[config.mk]
export PLATFORM = sky130hd
export DESIGN_NAME = store_commit_buffer
export DESIGN_NICKNAME = d
export VERILOG_FILES = /design/src/rtl/store_commit_buffer.sv
export SDC_FILE = /design/constraint.sdc
export NUM_CORES = 1
export LEC_CHECK = 0
export BUFFER_PORTS_ARGS = -buffer_cell sky130_fd_sc_hd__buf_2
export CAP_MARGIN = 20
export CORE_ASPECT_RATIO = 0.5
export CORE_MARGIN = 2
export CORE_UTILIZATION = 40
export DETAILED_ROUTE_END_ITERATION = 8
export GPL_ROUTABILITY_DRIVEN = 0
export PLACE_DENSITY = 0.61
export SLEW_MARGIN = 0
export SYNTH_ARGS = -nofsm -noshare
export SYNTH_HDL_FRONTEND = slang
export SYNTH_SLANG_ARGS = --single-unit
[constraint.sdc]
create_clock -name clk_in -period 11.88 [get_ports clk_in]
set_input_delay 1.188 -clock clk_in [delete_from_list [all_inputs] [get_ports clk_in]]
set_output_delay 1.188 -clock clk_in [all_outputs]
set_load 0.02 [all_outputs]
[src/rtl/store_commit_buffer.sv]
// Store commit buffer: takes committed stores from the ROB head and acknowledges
// each one with a one-cycle pulse. Stores are held in a small in-order FIFO and
// written to data memory over a valid/ready port. Loads get a same-word
// forwarding lookup that returns the youngest buffered match.
module store_commit_buffer #(
  parameter int DEPTH  = 4,
  parameter int ADDR_W = 32
) (
  input  logic                    clk_in,
  input  logic                    rst_in,
  input  logic                    rob_store_valid_in,
  input  logic [ADDR_W-1:0]       rob_addr_in,
  input  logic [31:0]             rob_data_in,
  output logic                    store_read_out,
  output logic                    mem_wr_valid_out,
  output logic [ADDR_W-1:0]       mem_addr_out,
  output logic [31:0]             mem_data_out,
  input  logic                    mem_wr_ready_in,
  input  logic [ADDR_W-1:0]       ld_addr_in,
  output logic                    ld_hit_out,
  output logic [31:0]             ld_data_out,
  output logic [$clog2(DEPTH):0]  count_out,
  output logic                    empty_out,
  output logic                    misaligned_out
);

  localparam int IDX_W = $clog2(DEPTH);
  localparam int PTR_W = IDX_W + 1;
  localparam logic [PTR_W-1:0] FULL_CNT = PTR_W'(DEPTH);
  localparam logic [PTR_W-1:0] PTR_ONE  = PTR_W'(1);

  // Pointers carry one extra MSB so full (MSBs differ) and empty (equal) are distinct.
  logic [PTR_W-1:0]  head;
  logic [PTR_W-1:0]  tail;
  logic [DEPTH-1:0]  ent_valid;
  logic [ADDR_W-3:0] ent_addr [DEPTH];
  logic [31:0]       ent_data [DEPTH];
  logic              store_read;
  logic              misaligned;

  logic [PTR_W-1:0]  count;
  logic [IDX_W-1:0]  head_idx;
  logic [IDX_W-1:0]  tail_idx;
  logic [IDX_W-1:0]  fwd_idx;
  logic              empty;
  logic              full;
  logic              accept;
  logic              pop;
  logic              unused_ld_lsb;

  assign head_idx = head[IDX_W-1:0];
  assign tail_idx = tail[IDX_W-1:0];
  assign count    = tail - head;
  assign empty    = (head == tail);
  assign full     = (count == FULL_CNT);

  // The ROB keeps presenting the same store during the acknowledge cycle, so
  // the pending acknowledge blocks a second enqueue of it. Full is judged on
  // registered occupancy: a pop on the same edge does not make room.
  assign accept = rob_store_valid_in && !full && !store_read;
  assign pop    = !empty && mem_wr_ready_in;

  // Load byte offset is irrelevant to a word match.
  assign unused_ld_lsb = ^ld_addr_in[1:0];

  // Control state: pointers, entry valid bits, acknowledge pulse, sticky misalignment flag.
  always_ff @(posedge clk_in or negedge rst_in) begin
    if (!rst_in) begin
      head       <= '0;
      tail       <= '0;
      ent_valid  <= '0;
      store_read <= 1'b0;
      misaligned <= 1'b0;
    end else begin
      store_read <= accept;
      if (accept) begin
        tail                <= tail + PTR_ONE;
        ent_valid[tail_idx] <= 1'b1;
        if (rob_addr_in[1:0] != 2'b00) begin
          misaligned <= 1'b1;
        end
      end
      if (pop) begin
        head                <= head + PTR_ONE;
        ent_valid[head_idx] <= 1'b0;
      end
    end
  end

  // Entry payload; only meaningful under its valid bit, so no reset needed.
  always_ff @(posedge clk_in) begin
    if (accept) begin
      ent_addr[tail_idx] <= rob_addr_in[ADDR_W-1:2];
      ent_data[tail_idx] <= rob_data_in;
    end
  end

  // Forwarding: walk entries oldest to youngest so the last match (nearest tail) wins.
  always_comb begin
    ld_hit_out  = 1'b0;
    ld_data_out = '0;
    fwd_idx     = head_idx;
    for (int i = 0; i < DEPTH; i++) begin
      fwd_idx = head_idx + IDX_W'(i);
      if (ent_valid[fwd_idx] && (ent_addr[fwd_idx] == ld_addr_in[ADDR_W-1:2])) begin
        ld_hit_out  = 1'b1;
        ld_data_out = ent_data[fwd_idx];
      end
    end
  end

  assign store_read_out   = store_read;
  assign mem_wr_valid_out = !empty;
  assign mem_addr_out     = empty ? '0 : {ent_addr[head_idx], 2'b00};
  assign mem_data_out     = empty ? '0 : ent_data[head_idx];
  assign count_out        = count;
  assign empty_out        = empty;
  assign misaligned_out   = misaligned;

endmodule
* Yosys cells after proc, flatten, opt, wreduce, memory -nomap -nowiden
Memory sizes are Yosys's and may differ from the RTL's.
Index checks and enable logic that the tools add are counted.
** Storage, ports and cells
- RAM bits :: 248
- Memories :: 2
- Output and inout bits :: 104
- Register bits after elaboration :: 12
- Word-level logic and storage cells :: 69
- Input bits :: 100
** Memories
- ent_data :: words 4, bits a word 32, read ports 4, clocked after memory_dff 0, wr ports 1, RTL line 37 : logic [31:0] ent_data [DEPTH];
- ent_addr :: words 4, bits a word 30, read ports 4, clocked after memory_dff 0, wr ports 1, RTL line 36 : logic [ADDR_W-3:0] ent_addr [DEPTH];
** Operators by class
- Reductions and logical operators :: 14
- Order comparisons :: 7
- Add/subtract/negate cells :: 6
- Bitwise gates (word level) :: 3
- Eq/ne operators :: 6
- Multiplexer cells :: 26
** Operators with widths (count)
- $mux W32 :: 6
- $eq A30 B30 Y1 :: 4
- $lt A2 B3 Y1 const B :: 5
- $mux W1 :: 12
- $logic_and A1 B1 Y1 :: 9
- $bmux W1 S2 :: 4
- $mux W4 :: 2
- $add A3 B1 Y3 const B :: 2
- $add A2 B2 Y2 const B :: 2
- $and A4 B4 Y4 :: 1
- $demux W1 S2 :: 2
- $ge A2 B1 Y1 const B :: 2
- $not A4 Y4 :: 1
- $or A4 B4 Y4 :: 1
- $eq A3 B3 Y1 :: 1
- $eq A3 B3 Y1 const B :: 1
- $logic_not A1 Y1 :: 3
- $sub A3 B3 Y3 :: 1
- $add A2 B1 Y2 const B :: 1
- $reduce_and A2 Y1 :: 1
- $reduce_bool A2 Y1 :: 1

* Longest topological paths before layout
Gate-level depths: netlist of the first run.
- Depth in word-level cells :: 8
- Mapped depth :: 24
- Depth with buffers taken out :: 10

* Worst setup path before layout of the first run
Ideal clock, no wire load.
- Path kind :: reg-to-output
- Start :: register head[1]
- End :: output port ld_data_out[17]
- Stages on the path, launching flop included :: 23
- Slack :: 5485 ps
- Data arrival time :: 5207 ps
- Buffers on the path :: 13
- Required time :: 10692 ps
- Path through :: dfrtp_1 > buf_2 > buf_2 > buf_2 > buf_2 > buf_2 > buf_2 > buf_1 > inv_1 > ha_1 > buf_4 > buf_6 > buf_8 > buf_4 > mux4_2 > xnor2_1 > nand2_1 > a221oi_1 > o211ai_1 > or4_1 > buf_2 > buf_4 > o22ai_1
** Between the ends
- Longest elaborated chain between the ends :: 7
** Ends and longest elaborated chain
- from (decl) :: RTL line 33 : logic [PTR_W-1:0] head;
- from (signal assigned) :: RTL line 84 : head <= head + PTR_ONE;
- $add A2 B1 Y2 (tied with other cells) :: RTL line 104 : fwd_idx = head_idx + IDX_W'(i);
- $mem_v2 Z4 W30 (tied with other cells)
- $eq A30 B30 Y1 (tied with other cells) :: RTL line 105 : if (ent_valid[fwd_idx] && (ent_addr[fwd_idx] == ld_addr_in[ADDR_W-1:2])) begin
- $logic_and A1 B1 Y1 or $mux W32 (tied branches) :: RTL line 105
- $mux W32 (2 in series) :: RTL line 105
- $mux W32 (*) :: RTL line 105
- to (decl) :: RTL line 21 : output logic [31:0] ld_data_out,
Mark *: on every way between the ends. The rest lies on a longest branch, timed or not. The select of a mux whose other input is x is not followed.

* Final worst setup path of the first run
- Start :: register head[0]
- End :: output port ld_data_out[16]
Same word-level chain as after synthesis.

==> summary.txt, run 1 <==
Flow run
  • Max-cap violations: 0

Timing
  • Final setup fails: 0
  • Final worst path period need: 8490 ps
  • FMAX: 118 MHz
  • Slew margin rel.: 0.255
  • Final period util: 0.714
  • Hold WS: 456 ps
  • Least-Margin Pin Slew: 1120 ps
  • Final Skew: 11.6 ps
  • Hold Fails Final Rpt: 0
  • Setup TNS Final: 0 ps
  • RSZ-0062 raised after global routing: false
  • Slew Viols, Final: 0

CTS
  • Clk root buf: clkbuf_16
  • CTS resizes: 0
  • Hold-fix buffers, CTS: 0
  • Total CTS buffers: 29
  • Clock transition at the registers of the reported paths: 70 ps
  • Clk sink count: 260
  • Post-CTS Setup Bufs: 0
  • TritonCTS clock tree: yes
  • Htree depth: 1
  • Clock Latency Late Sink: 570 ps
  • Max clock buf depth: 3

Global routing
  • First-pass GRT wire length: 78300 um
  • Initial antenna violation count: 10
  • Vias in the first global route: 12.8k
  • GRT overflow: 0
  • Total global-route track usage: 0.221
  • Pin count of the biggest net entering global routing: 66

Route
  • Antenna Nets Post-Route: 0
  • Drt wl/cell: 25.6 um
  • 1st-pass router iterations: 5
  • Drt drc: 0
  • Initial DRC count: 1347
  • Total number of vias: 12.7k
  • Routed vias/inst: 6.24
  • Final WL: 52000 um

Final layout
  • Most common cell after layout, fill and taps aside: edfxtp_1
  • Non-filler cells, final: 2032
  • Fraction of layout cells with a size suffix above 1: 0.348
  • Nets: 1523
  • Layout Area Growth over Synthesis: 12.9%
  • Most frequent cells in the layout: edfxtp_1, mux4_2, buf_2

Yosys
  • Area leader, netlist: edfxtp_1
  • Synth Cell Area: 17900 um^2
  • Dominant cells by area after synthesis: edfxtp_1, mux4_2, mux2i_1, xnor2_1, xor2_1
  • Yosys warns: 0
  • Post-Syn Area per Cell: 13.9 um^2
  • #FFs+latches synth: 260
  • Async SR Flop Fraction: 0.0462
  • Synth Flop Type: edfxtp_1
  • Share of the synthesized area in the top cell type: 0.417
  • Cell count after synthesis: 1287
  • Sequential cell area fraction in the yosys report: 0.434
  • EDFF count, synth: 248
  • Unique cell type count in the Yosys netlist: 57

Worst setup path
  • Worst-path fanout max: 54
  • CP Capture Type: primary output
  • Crit path required time: 10690 ps
  • Crit path DAT: 7300 ps
  • CP Class: flop to primary output
  • CP startpoint kind: flop

Pwr
  • Pwr/cell area: 295 nW/um^2
  • VDD IR max: 0.000190 V
  • Leakage: 0.00703 uW

Floorplan
  • Top Ports: 204
  • Die Y: 153 um
  • Placeable Area: 43800 um^2
  • Die ar.: 46500 um^2
  • # rows: 54
  • Initial Util: 0.408
  • Chip width: 303 um

Outcome
  • Outcome: completed

Placement
  • I/O Buffers: 199
  • Final HPWL DP: 33600 um
  • Placed insts: 1966

Worst hold path
  • Hold Crit Class: flop to flop
report_power, final:
group | total (uW) | leakage, uW | internal (uW) | switching (uW)
sequential | 1440 | 0.00240 | 1230 | 211
combinational | 3610 | 0.00417 | 1680 | 1940
clock | 886 | 0.000461 | 513 | 374
Yosys cell counts, types with 12 or more instances:
library cell / count
edfxtp_1: 248
mux4_2: 215
mux2i_1: 74
nor2_1: 72
xnor2_1: 72
nand2_1: 61
buf_2: 50
clkbuf_1: 48
inv_1: 43
xor2_1: 40
a21oi_1: 37
o211ai_1: 36
a31oi_1: 34
and2_1: 33
nor3b_1: 29
o21ai_0: 25
buf_4: 16
nor4_1: 15
dfrtp_1: 12
nand4_1: 12
worst max-delay path: stages, from the launching register on:
cell,delay [ps]
dfrtp_4,840
inv_1,610
ha_4,930
buf_4,830
mux4_2,600
xor2_1,190
nor4_1,360
and4_1,260
and3_1,160
buf_4,470
o2bb2ai_4,560
o211ai_1,210
a31oi_1,330
buf_2,220
sequential cells by signal, indices dropped and copies added, names as in the netlist:
| register | flops |
|---|---|
| misaligned_out | 1 |
| ent_addr | 120 |
| store_read_out | 1 |
| tail | 3 |
| ent_valid | 4 |
| ent_data | 128 |
| head | 3 |
path summary, 6_finish.rpt:
| check | from | endpoint | slack [ps] | cells after the start |
|---|---|---|---|---|
| max reg2reg | head[0] | ent_addr[3][9] | 7230 | 7 |
| min in group asynchronous | rst_in | head[2] | 490 | 1 |
| max in group asynchronous | rst_in | head[0] | 11140 | 1 |
| max | head[0] | ld_data_out[16] | 3390 | 13 |
| min | store_read_out | store_read_out | 460 | 1 |
| min reg2reg | store_read_out | store_read_out | 460 | 1 |
stage by stage:
step | worst slack, ps | utilization | area (um^2) | total power (uW)
detailed placement | 4020 | 0.437 | 19100 | 5060
global route | 3000 | 0.460 | 20200 | 6270
global placement | 4110 | 0.437 | 19100 | 4990
finish | 3390 | 0.460 | 20200 | 5940
CTS | 3410 | 0.458 | 20100 | 5960
floorplan | 5490 | - | 17900 | 4200
logic make-up (layout without fill, tap and decap cells):
logic type               count (synthesis)  count (layout)  share of synthesized area
XOR/XNOR                               112             112                     0.0549
other                                    1              12                   0.000210
AND/OR/NAND/NOR                        255             255                     0.0732
buffers and inverters                  172             318                     0.0462
flip-flops                             260             260                      0.434
AO/OA/AOI/OAI                          181             181                     0.0671
adder cells (fa/ha/maj)                 11              11                    0.00813
multiplexers                           295             295                      0.316
cell type report:
cell class	instances	area [um^2]
fillers	3909	23600
multi-input cells	856	9340
flip-flops and latches	260	7750
repair buffers	222	1210
clock buffers	38	832
well taps	588	736
inverters	43	161
clock inverters	15	106
diodes	10	25.0
per-layer routing:
metal	routed length, um	track usage	part of all wire
met2	26800	0.385	0.52
met5	7	0	0.00013
met1	19800	0.276	0.38
met3	3610	0.0395	0.070
met4	1750	0.0788	0.034
Power figures use the tool's default switching activity.
==> run 2, diff against run 1 <==
- ABC_AREA: default -> 1
- clock period: 11.88 -> 8.42 ns (I/O delays scaled with it)
==> summary.txt, run 2 <==
Floorplan
  • Die Y: 154 um (+0.28%)
  • Placeable Area: 43900 um^2 (+0.31%)
  • Initial Util: 0.409 (+0.00108)
  • # rows: 54 (unchanged)
  • Die ar.: 46700 um^2 (+0.56%)
  • Top Ports: 204 (unchanged)
  • Chip width: 304 um (+0.28%)

CTS
  • Htree depth: 1 (unchanged)
  • Clk root buf: clkbuf_16
  • Max clock buf depth: 3 (unchanged)
  • Clk sink count: 260 (unchanged)
  • Post-CTS Setup Bufs: 0 (unchanged)
  • CTS resizes: 0 (unchanged)
  • Clock transition at the registers of the reported paths: 60 ps (about the same)
  • Clock Latency Late Sink: 590 ps (+20 ps)
  • Hold-fix buffers, CTS: 0 (unchanged)
  • TritonCTS clock tree: yes
  • Total CTS buffers: 29 (unchanged)

Placement
  • Placement Setup Slack: 2340 ps (-1680 ps)
  • I/O Buffers: 199 (unchanged)
  • Final HPWL DP: 35900 um (+6.9%)
  • Placement Cell Area: 19100 um^2 (about the same)

Final layout
  • Layout Area Growth over Synthesis: 12.4%
  • Fin area: 20200 um^2 (+0.14%)
  • Fraction of layout cells with a size suffix above 1: 0.108 (-0.240)
  • Most common cell after layout, fill and taps aside: nand2_1
  • Most frequent cells in the layout: nand2_1, nand3_1, edfxtp_1
  • Nets: 2729 (+79%)
  • Max reg flops: 128 (unchanged)
  • Biggest regs: ent_data (128), ent_addr (120), ent_valid (4)
  • Register bank with the most flops: ent_data
  • Fillcell total: 4455 (+14%)

Route
  • Total number of vias: 16.7k (+32%)
  • 1st-pass router iterations: 5 (unchanged)
  • Drt wl/cell: 16.9 um (-34%)
  • Routed vias/inst: 5.18 (-17%)
  • Initial DRC count: 1300 (-3.5%)
  • Antenna Nets Post-Route: 0 (unchanged)
  • Drt drc: 0 (unchanged)
  • Final WL: 54500 um (+4.9%)

Worst setup path
  • CP startpoint kind: flop
  • Most common cell on crit path: nand2_1
  • Worst-path fanout max: 92 (+70%)
  • CP Capture Type: primary output
  • Critical Path Max Stage Delay: 710 ps (-220 ps)
  • Crit-path slowest cell: buf_4
  • Crit path required time: 7580 ps (-3110 ps)
  • Crit path DAT: 5890 ps (-1410 ps)
  • CP Class: flop to primary output
  • Crit-path cells: inv_6 -> ha_4 -> buf_4 -> nand3_1 -> nand2_1 -> nand2_1 -> nand2_1 -> nand3_1 -> nor2_1 -> nand2_1 -> nor2_2 -> buf_4 -> nand2_2 -> nand2_1 -> buf_4 -> nand2_1 -> nand2_1 -> nand2_1 -> nand2_1 -> buf_2

Pwr
  • Leakage: 0.00963 uW (+37%)
  • Switching share of power: 0.522 (+0.0976)
  • Combinational power share: 0.623 (+0.015)
  • VDD IR max: 0.000361 V (+90%)
  • Share of power burned in registers: 0.214 (-0.029)
  • Pwr/cell area: 426 nW/um^2 (+44%)
  • Cell-internal power: 4110 uW (+20%)
  • Clock group share of total power: 0.163 (+0.014)
  • P_sw: 4480 uW (+78%)

Yosys
  • Cell count after synthesis: 2506 (+95%)
  • Unique cell type count in the Yosys netlist: 35 (-39%)
  • Sequential cell area fraction in the yosys report: 0.431 (-0.00248)
  • Share of the synthesized area in the top cell type: 0.415 (-0.00238)
  • Cell with the most instances after synthesis: nand2_1
  • Simple-Gate Fraction of Synth Area: 0.347 (+0.274)
  • Dominant cells by area after synthesis: edfxtp_1, nand2_1, nand3_1, o21ai_0, inv_1
  • #FFs+latches synth: 260 (unchanged)
  • Post-Syn Area per Cell: 7.17 um^2 (-48%)
  • Post-synth top cells: nand2_1, nand3_1, edfxtp_1
  • EDFF count, synth: 248 (unchanged)
  • Yosys warns: 0 (unchanged)
  • Largest family of logic cells by synthesized area: simple AND/OR/NAND/NOR gates
  • Synth Flop Type: edfxtp_1
  • Complex-gate fraction of the synthesized area: 0.0771 (+0.00993)
  • Post-synthesis adder-cell area fraction: 0.00808 (-0.0000464)
  • Async SR Flop Fraction: 0.0462 (unchanged)
  • Mux share of post-synthesis cell area: 0.0362 (-0.280)
  • Synth Cell Area: 18000 um^2 (+0.57%)
  • XOR/XNOR Fraction of Synth Area: 0.0127 (-0.0423)
  • Area leader, netlist: edfxtp_1

Flow run
  • Max-cap violations: 0 (unchanged)

Timing
  • Slew margin rel.: 0.270 (+0.0156)
  • FMAX: 149 MHz
  • Final setup fails: 0 (unchanged)
  • Final worst path period need: 6730 ps
  • RSZ-0062 raised after global routing: false
  • Final setup margin: 1690 ps (-1710 ps)
  • Least-Margin Pin Slew: 1090 ps (-21.7 ps)
  • Slew Viols, Final: 0 (unchanged)
  • Setup TNS Final: 0 ps (unchanged)
  • Final period util: 0.800
  • Hold Fails Final Rpt: 0 (unchanged)
  • Final Skew: 8.47 ps (-3.17 ps)

Worst hold path
  • Hold Crit Class: primary input to asynchronous set/reset pin

Global routing
  • Total global-route track usage: 0.229 (+0.00774)
  • Initial antenna violation count: 5 (-5)
  • Vias in the first global route: 15.3k (+19%)
  • GRT overflow: 0 (unchanged)
  • Pin count of the biggest net entering global routing: 257 (+290%)
  • First-pass GRT wire length: 84000 um (+7.4%)

Outcome
  • Outcome: completed
==> run 2: changes by cell type after synthesis, moves of 22 or more <==
cell	change
o21ai_0	+191
a21oi_1	-25
nor2_1	+63
nand2_1	+968
a31oi_1	-34
inv_1	+163
nand3_1	+336
mux4_2	-215
xnor2_1	-72
and2_1	-33
nor3b_1	-29
o211ai_1	-22
==> run 2: path summary, 6_finish.rpt <==
kind	start	endpoint	slack [ps]	cells past startpoint
setup / recovery	head[1]	ld_data_out[20]	1690	20
hold / removal	rst_in	misaligned_out	120	1
setup reg to reg	head[0]	ent_addr[3][16]	4080	9
hold reg to reg	head[2]	head[2]	490	1
max in group asynchronous	rst_in	head[0]	8040	1
min in group clk_in	rob_data_in[10]	ent_data[2][10]	460	1
==> run 2: area by class of cell <==
cell class	count	area (um^2)	share of cell area
multi-input combinational	1898	8690	0.431
tap	588	736	0.0364
timing repair buffer	216	1140	0.0563
clock inverter	15	231	0.0115
inverter	213	810	0.0401
clock buffer	39	813	0.0403
sequential	260	7750	0.384
antenna	5	12.5	0.000620
==> run 2: per-stage QoR <==
stage               instances  hold slack (ps)  power, uW   util
floorplan                2507              456       5830      -
global placement         3175              459       7140  0.436
detailed placement       3175              480       7200  0.436
CTS                      3229              109       8620  0.459
global route             3233              121       9350  0.460
finish                   3234              123       8590  0.460
==> run 2: worst max-delay path, delay by kind of cell, from the launching register on <==
| kind | cells | cell delay [ps] |
|---|---|---|
| adder cells (fa/ha/maj) | 1 | 680 |
| flip-flops | 1 | 430 |
| AND/OR/NAND/NOR | 14 | 1870 |
| buffers and inverters | 5 | 2250 |
==> run 2: cell families after synthesis <==
group	Yosys count
AO/OA/AOI/OAI	262
flip-flops	260
buffers and inverters	349
XOR/XNOR	26
other	1
multiplexers	65
AND/OR/NAND/NOR	1532
adder cells (fa/ha/maj)	11
==> run 2: power groups by stage <==
| stage | Combinational, uW | Clock, uW | Sequential [uW] |
|---|---|---|---|
| 2_1_floorplan | 3970 | 0 | 1850 |
| 3_3_place_gp | 5280 | 0 | 1860 |
| 3_5_place_dp | 5340 | 0 | 1860 |
| 4_1_cts | 5360 | 1420 | 1840 |
| 5_1_grt | 6020 | 1470 | 1860 |
| 6_report | 5360 | 1400 | 1840 |
==> run 2: per-layer routing <==
| layer | wire length, um | up-vias | global-route usage |
|---|---|---|---|
| met1 | 24200 | 7675 | 0.300 |
| li1 | - | 8452 | - |
| met3 | 3150 | 98 | 0.0292 |
| met5 | 0 | - | 0 |
| met4 | 1650 | 0 | 0.0727 |
| met2 | 25600 | 521 | 0.395 |
